<file path="src/rtl/instruction_loader.sv">
// Instruction-memory load master: assembles MSB-first words from a UART byte
// stream and issues one single-cycle write per word into the fetch stage.
module instruction_loader #(
  parameter int SIZE            = 32,
  parameter int MAX_INSTRUCTION = 64,
  parameter int ADDR_WIDTH      = $clog2(MAX_INSTRUCTION),
  parameter int TIMEOUT_CYCLES  = 100000,
  parameter int TO_WIDTH        = $clog2(TIMEOUT_CYCLES + 1)
) (
  input  logic                  i_clk,
  input  logic                  i_rst,
  input  logic                  i_start,
  input  logic [7:0]            i_rx_data,
  input  logic                  i_rx_valid,
  output logic                  o_rx_ready,
  output logic                  o_inst_write_enable,
  output logic [ADDR_WIDTH-1:0] o_write_addr,
  output logic [SIZE-1:0]       o_write_data,
  output logic                  o_busy,
  output logic                  o_done,
  output logic                  o_error,
  output logic [7:0]            o_word_count
);

  localparam int                  BYTES     = SIZE / 8;
  localparam logic [7:0]          LAST_BYTE = 8'(BYTES - 1);
  localparam logic [8:0]          MAX_N     = 9'(MAX_INSTRUCTION);
  localparam logic [TO_WIDTH-1:0] TO_LAST   = TO_WIDTH'(TIMEOUT_CYCLES - 1);

  typedef enum logic [2:0] {
    S_IDLE,
    S_GET_COUNT,
    S_GET_BYTES,
    S_WRITE,
    S_DONE,
    S_ERROR
  } state_t;

  state_t                r_state;
  state_t                w_next_state;
  logic [7:0]            r_count;
  logic [7:0]            r_word_idx;
  logic [7:0]            r_byte_idx;
  logic [SIZE-9:0]       r_shift;
  logic [TO_WIDTH-1:0]   r_timeout;
  logic                  r_we;
  logic [ADDR_WIDTH-1:0] r_write_addr;
  logic [SIZE-1:0]       r_write_data;
  logic [7:0]            r_word_count;

  logic                  w_rx_ready;
  logic                  w_accept;
  logic                  w_timeout_hit;
  logic [7:0]            w_next_word_idx;
  logic [SIZE-1:0]       w_next_shift;

  assign w_rx_ready      = (r_state == S_GET_COUNT) || (r_state == S_GET_BYTES);
  assign w_accept        = i_rx_valid && w_rx_ready;
  assign w_timeout_hit   = (r_timeout == TO_LAST);
  assign w_next_word_idx = r_word_idx + 8'd1;
  assign w_next_shift    = {r_shift, i_rx_data};

  always_ff @(posedge i_clk) begin
    if (i_rst) r_state <= S_IDLE;
    else       r_state <= w_next_state;
  end

  always_comb begin
    w_next_state = r_state;
    unique case (r_state)
      S_IDLE:      if (i_start) w_next_state = S_GET_COUNT;
      S_GET_COUNT: begin
        if (w_accept) begin
          if (i_rx_data == 8'd0)               w_next_state = S_DONE;
          else if ({1'b0, i_rx_data} > MAX_N) w_next_state = S_ERROR;
          else                                w_next_state = S_GET_BYTES;
        end else if (w_timeout_hit) begin
          w_next_state = S_ERROR;
        end
      end
      S_GET_BYTES: begin
        if (w_accept) begin
          if (r_byte_idx == LAST_BYTE) w_next_state = S_WRITE;
        end else if (w_timeout_hit) begin
          w_next_state = S_ERROR;
        end
      end
      S_WRITE:     w_next_state = (w_next_word_idx == r_count) ? S_DONE : S_GET_BYTES;
      S_DONE:      w_next_state = S_IDLE;
      S_ERROR:     if (i_start) w_next_state = S_GET_COUNT;
      default:     w_next_state = S_IDLE;
    endcase
  end

  // Idle counter only runs while waiting for bytes and restarts on every state change.
  always_ff @(posedge i_clk) begin
    if (i_rst) begin
      r_count      <= '0;
      r_word_idx   <= '0;
      r_byte_idx   <= '0;
      r_shift      <= '0;
      r_timeout    <= '0;
      r_we         <= 1'b0;
      r_write_addr <= '0;
      r_write_data <= '0;
      r_word_count <= '0;
    end else begin
      r_we      <= (w_next_state == S_WRITE);
      r_timeout <= (w_rx_ready && !w_accept && (w_next_state == r_state)) ?
                   r_timeout + 1'b1 : '0;
      case (r_state)
        S_IDLE, S_ERROR: if (i_start) r_word_count <= '0;
        S_GET_COUNT: begin
          if (w_accept) begin
            r_count    <= i_rx_data;
            r_word_idx <= '0;
            r_byte_idx <= '0;
          end
        end
        S_GET_BYTES: begin
          if (w_accept) begin
            r_shift    <= w_next_shift[SIZE-9:0];
            r_byte_idx <= r_byte_idx + 8'd1;
            if (r_byte_idx == LAST_BYTE) begin
              r_write_data <= w_next_shift;
              r_write_addr <= r_word_idx[ADDR_WIDTH-1:0];
            end
          end
        end
        S_WRITE: begin
          r_word_idx   <= w_next_word_idx;
          r_word_count <= r_word_count + 8'd1;
          r_byte_idx   <= '0;
        end
        default: ;
      endcase
    end
  end

  assign o_rx_ready          = w_rx_ready;
  assign o_inst_write_enable = r_we;
  assign o_write_addr        = r_write_addr;
  assign o_write_data        = r_write_data;
  assign o_busy              = (r_state == S_GET_COUNT) || (r_state == S_GET_BYTES) ||
                               (r_state == S_WRITE)     || (r_state == S_DONE);
  assign o_done              = (r_state == S_DONE);
  assign o_error             = (r_state == S_ERROR);
  assign o_word_count        = r_word_count;

endmodule

</file>
<file path="config.mk">
export PLATFORM = sky130hd
export DESIGN_NAME = instruction_loader
export DESIGN_NICKNAME = d
export VERILOG_FILES = /design/src/rtl/instruction_loader.sv
export SDC_FILE = /design/constraint.sdc
export NUM_CORES = 1
export LEC_CHECK = 0
export CORE_UTILIZATION = 55
export CTS_CLUSTER_DIAMETER = 60
export DETAILED_ROUTE_END_ITERATION = 8
export PLACE_DENSITY = 0.87
export SETUP_SLACK_MARGIN = 0.05
export SKIP_CTS_REPAIR_TIMING = 1
export SLEW_MARGIN = 10
export SYNTH_ARGS = -nofsm -noshare
export SYNTH_HDL_FRONTEND = slang
export SYNTH_SLANG_ARGS = --single-unit
</file>
<file path="constraint.sdc">
create_clock -name i_clk -period 2.66 [get_ports i_clk]
set_input_delay 0.532 -clock i_clk [delete_from_list [all_inputs] [get_ports i_clk]]
set_output_delay 0.532 -clock i_clk [all_outputs]
set_load 0.005 [all_outputs]
</file>
==> results.rst, run 1 <==
.. list-table::
   :header-rows: 1

   * - Metric
     - Value
   * - Syn Std Cell Area
     - roughly 0.0049 mm2
   * - Maximum operating frequency
     - 0.403 GHz
   * - Worst rel slew slack
     - 59.2%
   * - Final Net Count
     - 670
   * - Clock-pin slew on the worst setup and hold paths
     - 0.06 ns
   * - Count of cell types in the netlist
     - 49
   * - Register-to-register setup slack
     - 0.43 ns
   * - Primary FF master, synth
     - sky130_fd_sc_hd__dfxtp_1
   * - Share of flip-flops with an asynchronous set or reset after synthesis
     - 0%
   * - Number of filler instances in the final layout
     - ~580
   * - Number of synthesized register bits
     - 115
   * - Share of the clock period used by the worst path
     - just over 90%
   * - Register share of total power
     - between 40% and 50%
   * - WL final
     - 11600 um
   * - Row cnt
     - 33
   * - Critical Path Source Type
     - register
   * - Maximum fanout along the worst path
     - 11
   * - Post-synthesis instance total
     - approximately 600
   * - GRT Total Usage
     - 26.6%
   * - Vias per cell
     - 5.62
   * - Post-synth EDFFs
     - 0
   * - HPWL Detailed
     - 7640 um
   * - Width of the chip
     - 96.0 um
   * - Share of final-layout standard cells stronger than drive strength 1
     - 8.70%
   * - Vias in the first global route
     - 3982
   * - Class of the most critical setup path
     - reg -> out
   * - Crit end category
     - primary output
   * - Sequential cell area fraction in the yosys report
     - between 40% and 50%
   * - Grt ovf
     - 0
   * - Switching power
     - 995 uW
   * - Worst Path Required
     - 2.13 ns
   * - Max VDD drop
     - 0.779 mV
   * - Mean instance size in the synthesized netlist
     - ~8.1 um2
   * - Clock latency on the worst-skew pair
     - about 0.52 ns
   * - Vias
     - approximately 4.3k
   * - CP arrival
     - 1.95 ns
   * - TritonCTS buffer count
     - 17
   * - Power density cells
     - 682 mW/mm2
   * - Core box area
     - 0.00838 mm2
   * - Initial cell density of the core
     - 58.0%
   * - Detail Route Antenna Nets
     - 0
   * - Final Setup Violations
     - 0
   * - Most numerous cell types in the synthesized netlist
     - sky130_fd_sc_hd__nand2_1 (157), sky130_fd_sc_hd__dfxtp_1 (115), sky130_fd_sc_hd__a21oi_1 (81)
   * - Cell internal power dissipation
     - between 3 and 4 mW
   * - Syn nets
     - 615
   * - Reported max-cap violation count
     - 0
   * - Number of synthesis warnings
     - 0
   * - CTS tree
     - done
   * - Cell leakage power
     - 2.12 nW
   * - Floorplan die height
     - 96.0 um
   * - Root Driver
     - sky130_fd_sc_hd__clkbuf_8
   * - Library cell occupying the most area in the post-synthesis netlist
     - sky130_fd_sc_hd__dfxtp_1
   * - Clock network fraction of total power
     - between 50% and 60%
   * - Detailed Route Iter0 Violations
     - 370
   * - Largest net degree at the start of global routing
     - 54
   * - Drt pass-1 iters
     - 5
   * - Area fraction of the dominant cell type after synthesis
     - about 47%
   * - Slew Limit Fails
     - 0
   * - Wire length of the first global-routing pass
     - 18600 um
   * - IO Count
     - 63
   * - Total power
     - 4.15 mW
   * - Final estimated routing congestion in global placement
     - 0.866
   * - Synthesis-to-finish area growth
     - 25.1%
   * - Final setup skew
     - 0.00817 ns
   * - Logic pwr share
     - 3.7%
   * - Buffer depth of the longest clock path
     - 2
   * - Number of antenna violations at the first check in global routing
     - 0
   * - Leading cell types by total area after synthesis
     - sky130_fd_sc_hd__dfxtp_1 (47%), sky130_fd_sc_hd__nand2_1 (12%), sky130_fd_sc_hd__a21oi_1 (8.3%)
   * - Worst Max-Slew Pin Slew
     - 0.610 ns
   * - Hold WC Path Type
     - in -> reg
   * - Total number of clock tree sinks
     - 115
   * - Most frequent cell after synthesis
     - sky130_fd_sc_hd__nand2_1
   * - Area of the die
     - about 0.0092 mm2
   * - Setup repair after global routing missed its margin
     - false
   * - Final Hold Viols
     - 0
   * - Status
     - complete, no violations
   * - Period minus WS final
     - 2.48 ns
   * - CTS HTree Levels
     - 4
   * - Sw Ratio
     - roughly a quarter
   * - Detail-routed net length per standard cell
     - 15.0 um
   * - Number of port buffers
     - 62
   * - Antenna diode instance count
     - 0
   * - Sum Neg Setup Slack
     - 0 ns
   * - Remaining routing DRC violations
     - 0
-- state kept, by name, indices dropped and copies added, names as in the netlist --
register             count
r_word_idx               8
r_byte_idx               8
r_count                  8
r_shift                 24
o_write_data            32
o_inst_write_enable      1
o_word_count             8
r_timeout               17
r_state                  3
o_write_addr             6
-- kinds of logic after synthesis --
family	after synthesis	share of synthesized area, %
buffers and inverters	39	4.22
muxes	2	0.412
and+or+nand+nor	282	26.1
adders and majority gates	4	1.03
AOI/OAI and AO/OA	115	13.1
DFF	115	47.4
xor gates and xnor gates	42	7.73
-- final cells by class --
cell class                      count  area (um2)  share of cell area, %
Clock inverter                     15         174                   2.86
Clock buffer                       17         414                   6.81
Multi-Input combinational cell    445        2350                   38.7
Tap cell                          105         131                   2.16
Inverter                            2        7.51                  0.123
Sequential cell                   115        2300                   37.9
Timing Repair Buffer               73         698                   11.5
-- per-stage QoR --
step / setup slack, ns / utilization [%] / hold slack (ns) / std cells / area, um2
floorplan: 0.811 / - / 0.426 / 599 / 4860
global placement: 0.215 / 65.5 / 0.437 / 740 / 5490
detailed placement: 0.208 / 65.5 / 0.445 / 740 / 5490
CTS: 0.0332 / 72.5 / 0.423 / 772 / 6080
global route: 0.0704 / 72.5 / 0.450 / 772 / 6080
finish: 0.179 / 72.5 / 0.448 / 772 / 6080
-- cell usage in the layout (no fill, tap or decap), types with 12 or more instances in the layout --
cell type	netlist	routed
sky130_fd_sc_hd__nand2_1	157	157
sky130_fd_sc_hd__xor2_1	24	24
sky130_fd_sc_hd__clkdlybuf4s50_1	0	61
sky130_fd_sc_hd__dfxtp_1	115	114
sky130_fd_sc_hd__o21ai_0	12	12
sky130_fd_sc_hd__clkbuf_16	0	16
sky130_fd_sc_hd__a21oi_1	81	81
sky130_fd_sc_hd__xnor2_1	17	17
sky130_fd_sc_hd__nor2_1	52	52
sky130_fd_sc_hd__nand3_1	12	12
-- critical path, cell delays in order (launching register included) --
cell and delay, ns:
sky130_fd_sc_hd__dfxtp_1 0.55, sky130_fd_sc_hd__xor2_2 0.22, sky130_fd_sc_hd__nor2b_1 0.16, sky130_fd_sc_hd__clkdlybuf4s50_1 0.51
-- layer usage --
| metal | vias up | global-route usage [%] | part of all wire [%] |
|---|---|---|---|
| li1 | 2110 | - | - |
| met1 | 2064 | 31.7 | 41 |
| met2 | 147 | 45.8 | 52 |
| met3 | 19 | 7.66 | 5.5 |
| met4 | 0 | 8.96 | 1.3 |
| met5 | - | 0 | 0 |
-- worst paths after layout --
check / to / from / depth (start not counted)
worst max-delay path: o_rx_ready / r_state[1] / 3
worst max register to register: o_inst_write_enable / r_word_idx[1] / 7
worst min register to register: o_write_data[24] / o_write_data[24] / 2
worst min-delay path: r_timeout[2] / i_rst / 3
-- power groups by stage --
stage | Sequential [mW] | Combinational [mW] | Clock [mW]
floorplan | 1.78 | 0.100 | 0
global placement | 1.78 | 0.146 | 0
detailed placement | 1.79 | 0.150 | 0
CTS | 1.75 | 0.152 | 2.27
global route | 1.75 | 0.168 | 2.35
finish | 1.75 | 0.153 | 2.24
(Power assumes the default switching activity.)
==> inputs of run 2 (changes only) <==
Settings changed: CAP_MARGIN set to 20, CORE_MARGIN set to 2.
==> results.rst, run 2 (same netlist as run 1, synthesis figures left out) <==
.. list-table::
   :header-rows: 1

   * - Metric
     - Value
   * - Detail-routed net length per standard cell
     - 15.2 um
   * - Remaining routing DRC violations
     - 0
   * - Class of the most critical setup path
     - reg -> out
   * - Worst rel slew slack
     - 58.5%
   * - Root Driver
     - sky130_fd_sc_hd__clkbuf_8
   * - Total number of clock tree sinks
     - 115
   * - Clock-pin slew on the worst setup and hold paths
     - approximately 0.060 ns
   * - Antenna diode instance count
     - 0
   * - GRT Total Usage
     - 25.3%
   * - Maximum fanout along the worst path
     - 15
   * - Vias
     - around 4.4k
   * - IO Count
     - 63
   * - Sum Neg Setup Slack
     - 0 ns
   * - Share of the clock period used by the worst path
     - 95.1%
   * - Critical path cell sequence
     - and2_1 -> clkdlybuf4s50_1
   * - M2 GR Usage
     - 43.1%
   * - Critical Path Source Type
     - register
   * - Setup repair after global routing missed its margin
     - false
   * - Slew Limit Fails
     - 0
   * - Share of final-layout standard cells stronger than drive strength 1
     - about 8.7%
   * - Worst Max-Slew Pin Slew
     - about 0.62 ns
   * - Delay contributed by the slowest stage of the critical path
     - 0.68 ns
   * - Number of filler instances in the final layout
     - 614
   * - Detailed Route Iter0 Violations
     - 286
   * - Drt pass-1 iters
     - 5
   * - Slowest library cell on the worst path
     - sky130_fd_sc_hd__dfxtp_1
   * - Number of antenna violations at the first check in global routing
     - 0
   * - Clock latency on the worst-skew pair
     - 0.53 ns
   * - Final Setup Violations
     - 0
   * - CP arrival
     - approximately 2 ns
   * - Met3 capacity usage during global routing
     - just under 6%
   * - Core box area
     - 0.00864 mm2
   * - Startpoint of the most critical register-to-register path
     - r_word_idx[1]
   * - Width of the chip
     - 98.0 um
   * - Vias per cell
     - ~5.7
   * - Reported max-cap violation count
     - 0
   * - Area of the die
     - about 0.0096 mm2
   * - Final Net Count
     - 670
   * - Max VDD drop
     - around 0.40 mV
   * - GR Util met1
     - 29.6%
   * - Synthesis-to-finish area growth
     - 25.4%
   * - CTS tree
     - done
   * - Worst Path Required
     - 2.13 ns
   * - Final setup skew
     - 0.00911 ns
   * - Hold WC Path Type
     - reg -> reg
   * - Vias in the first global route
     - 4276
   * - WL final
     - 11800 um
   * - Detail Route Antenna Nets
     - 0
   * - Status
     - complete, no violations
   * - Floorplan die height
     - 98.0 um
   * - Launch point of the worst path
     - r_state[2]
   * - Top library cells by usage in the layout, fill and taps aside
     - sky130_fd_sc_hd__nand2_1 (157), sky130_fd_sc_hd__dfxtp_1 (114), sky130_fd_sc_hd__a21oi_1 (81)
   * - Hold Startpoint
     - o_write_data[27]
   * - Crit end category
     - primary output
   * - Grt ovf
     - 0
   * - TritonCTS buffer count
     - 17
   * - Row cnt
     - 34
   * - Number of port buffers
     - 62
   * - Largest register FFs
     - 32
   * - Final Hold Viols
     - 0
   * - Wire length of the first global-routing pass
     - roughly 20000 um
   * - Maximum operating frequency
     - between 0.3 and 0.4 GHz
   * - Initial cell density of the core
     - 56.3%
   * - Hold slack final
     - 0.453 ns
   * - Largest net degree at the start of global routing
     - 42
   * - HPWL Detailed
     - 7500 um
   * - Power density cells
     - 679 mW/mm2
   * - Period minus WS final
     - roughly 2.5 ns
   * - Gr busiest metal
     - met2
   * - Most common library cell in the layout ignoring fill and taps
     - sky130_fd_sc_hd__nand2_1
   * - Buffer depth of the longest clock path
     - 2
   * - CTS HTree Levels
     - 4
   * - Final estimated routing congestion in global placement
     - about 0.84
   * - Cell leakage power
     - 2.13 nW
-- run 2: changes by cell type in the layout (fill, tap and decap cells not counted), sizes merged --
cell	previous run	this run
clkinv	6	5
clkinvlp	2	1
inv	7	9
-- run 2: critical path, delay by kind of cell (launching register included) --
kind / cells / cell delay (ns)
flip-flops: 1 / 0.68
buffers and inverters: 1 / 0.52
AND/OR/NAND/NOR: 1 / 0.28
-- run 2: final timing paths --
kind                                             to  slack, ns  cells after the start
worst min-delay path               o_write_data[27]       0.45                      2
worst min register to register     o_write_data[27]       0.45                      2
worst max-delay path                        o_error       0.13                      2
worst max register to register  o_inst_write_enable       0.45                      7
-- run 2: area by class of cell --
cell class	instances	area (um2)	share of cell area, %
timing repair buffer	73	711	11.7
clock buffer	17	414	6.80
multi-input combinational	445	2350	38.6
tap	108	135	2.22
inverter	2	7.51	0.123
sequential	115	2300	37.8
clock inverter	15	169	2.77
-- run 2: layer usage --
layer | part of all wire [%] | routed length, um | up-vias
met5 | 0 | 0 | -
met4 | 3.9 | 455 | 0
met3 | 4.7 | 558 | 52
met2 | 50 | 5860 | 143
met1 | 41 | 4880 | 2075
li1 | - | - | 2121
-- run 2: power breakdown --
group	switching, mW	total, mW	internal (mW)
Clock	0.876	2.23	1.36
Combinational	0.0929	0.155	0.0619
Sequential	0.0158	1.75	1.73
-- run 2: stage by stage --
step / power (mW) / instances / util (%) / setup slack [ns] / instance area, um2
after floorplan: 1.88 / 599 / - / 0.811 / 4860
after global placement: 1.93 / 743 / 63.8 / 0.258 / 5510
after detailed placement: 1.94 / 743 / 63.8 / 0.139 / 5510
after CTS: 4.15 / 775 / 70.5 / 0.00644 / 6090
after global routing: 4.24 / 775 / 70.5 / 0.0537 / 6090
final: 4.14 / 775 / 70.5 / 0.130 / 6090
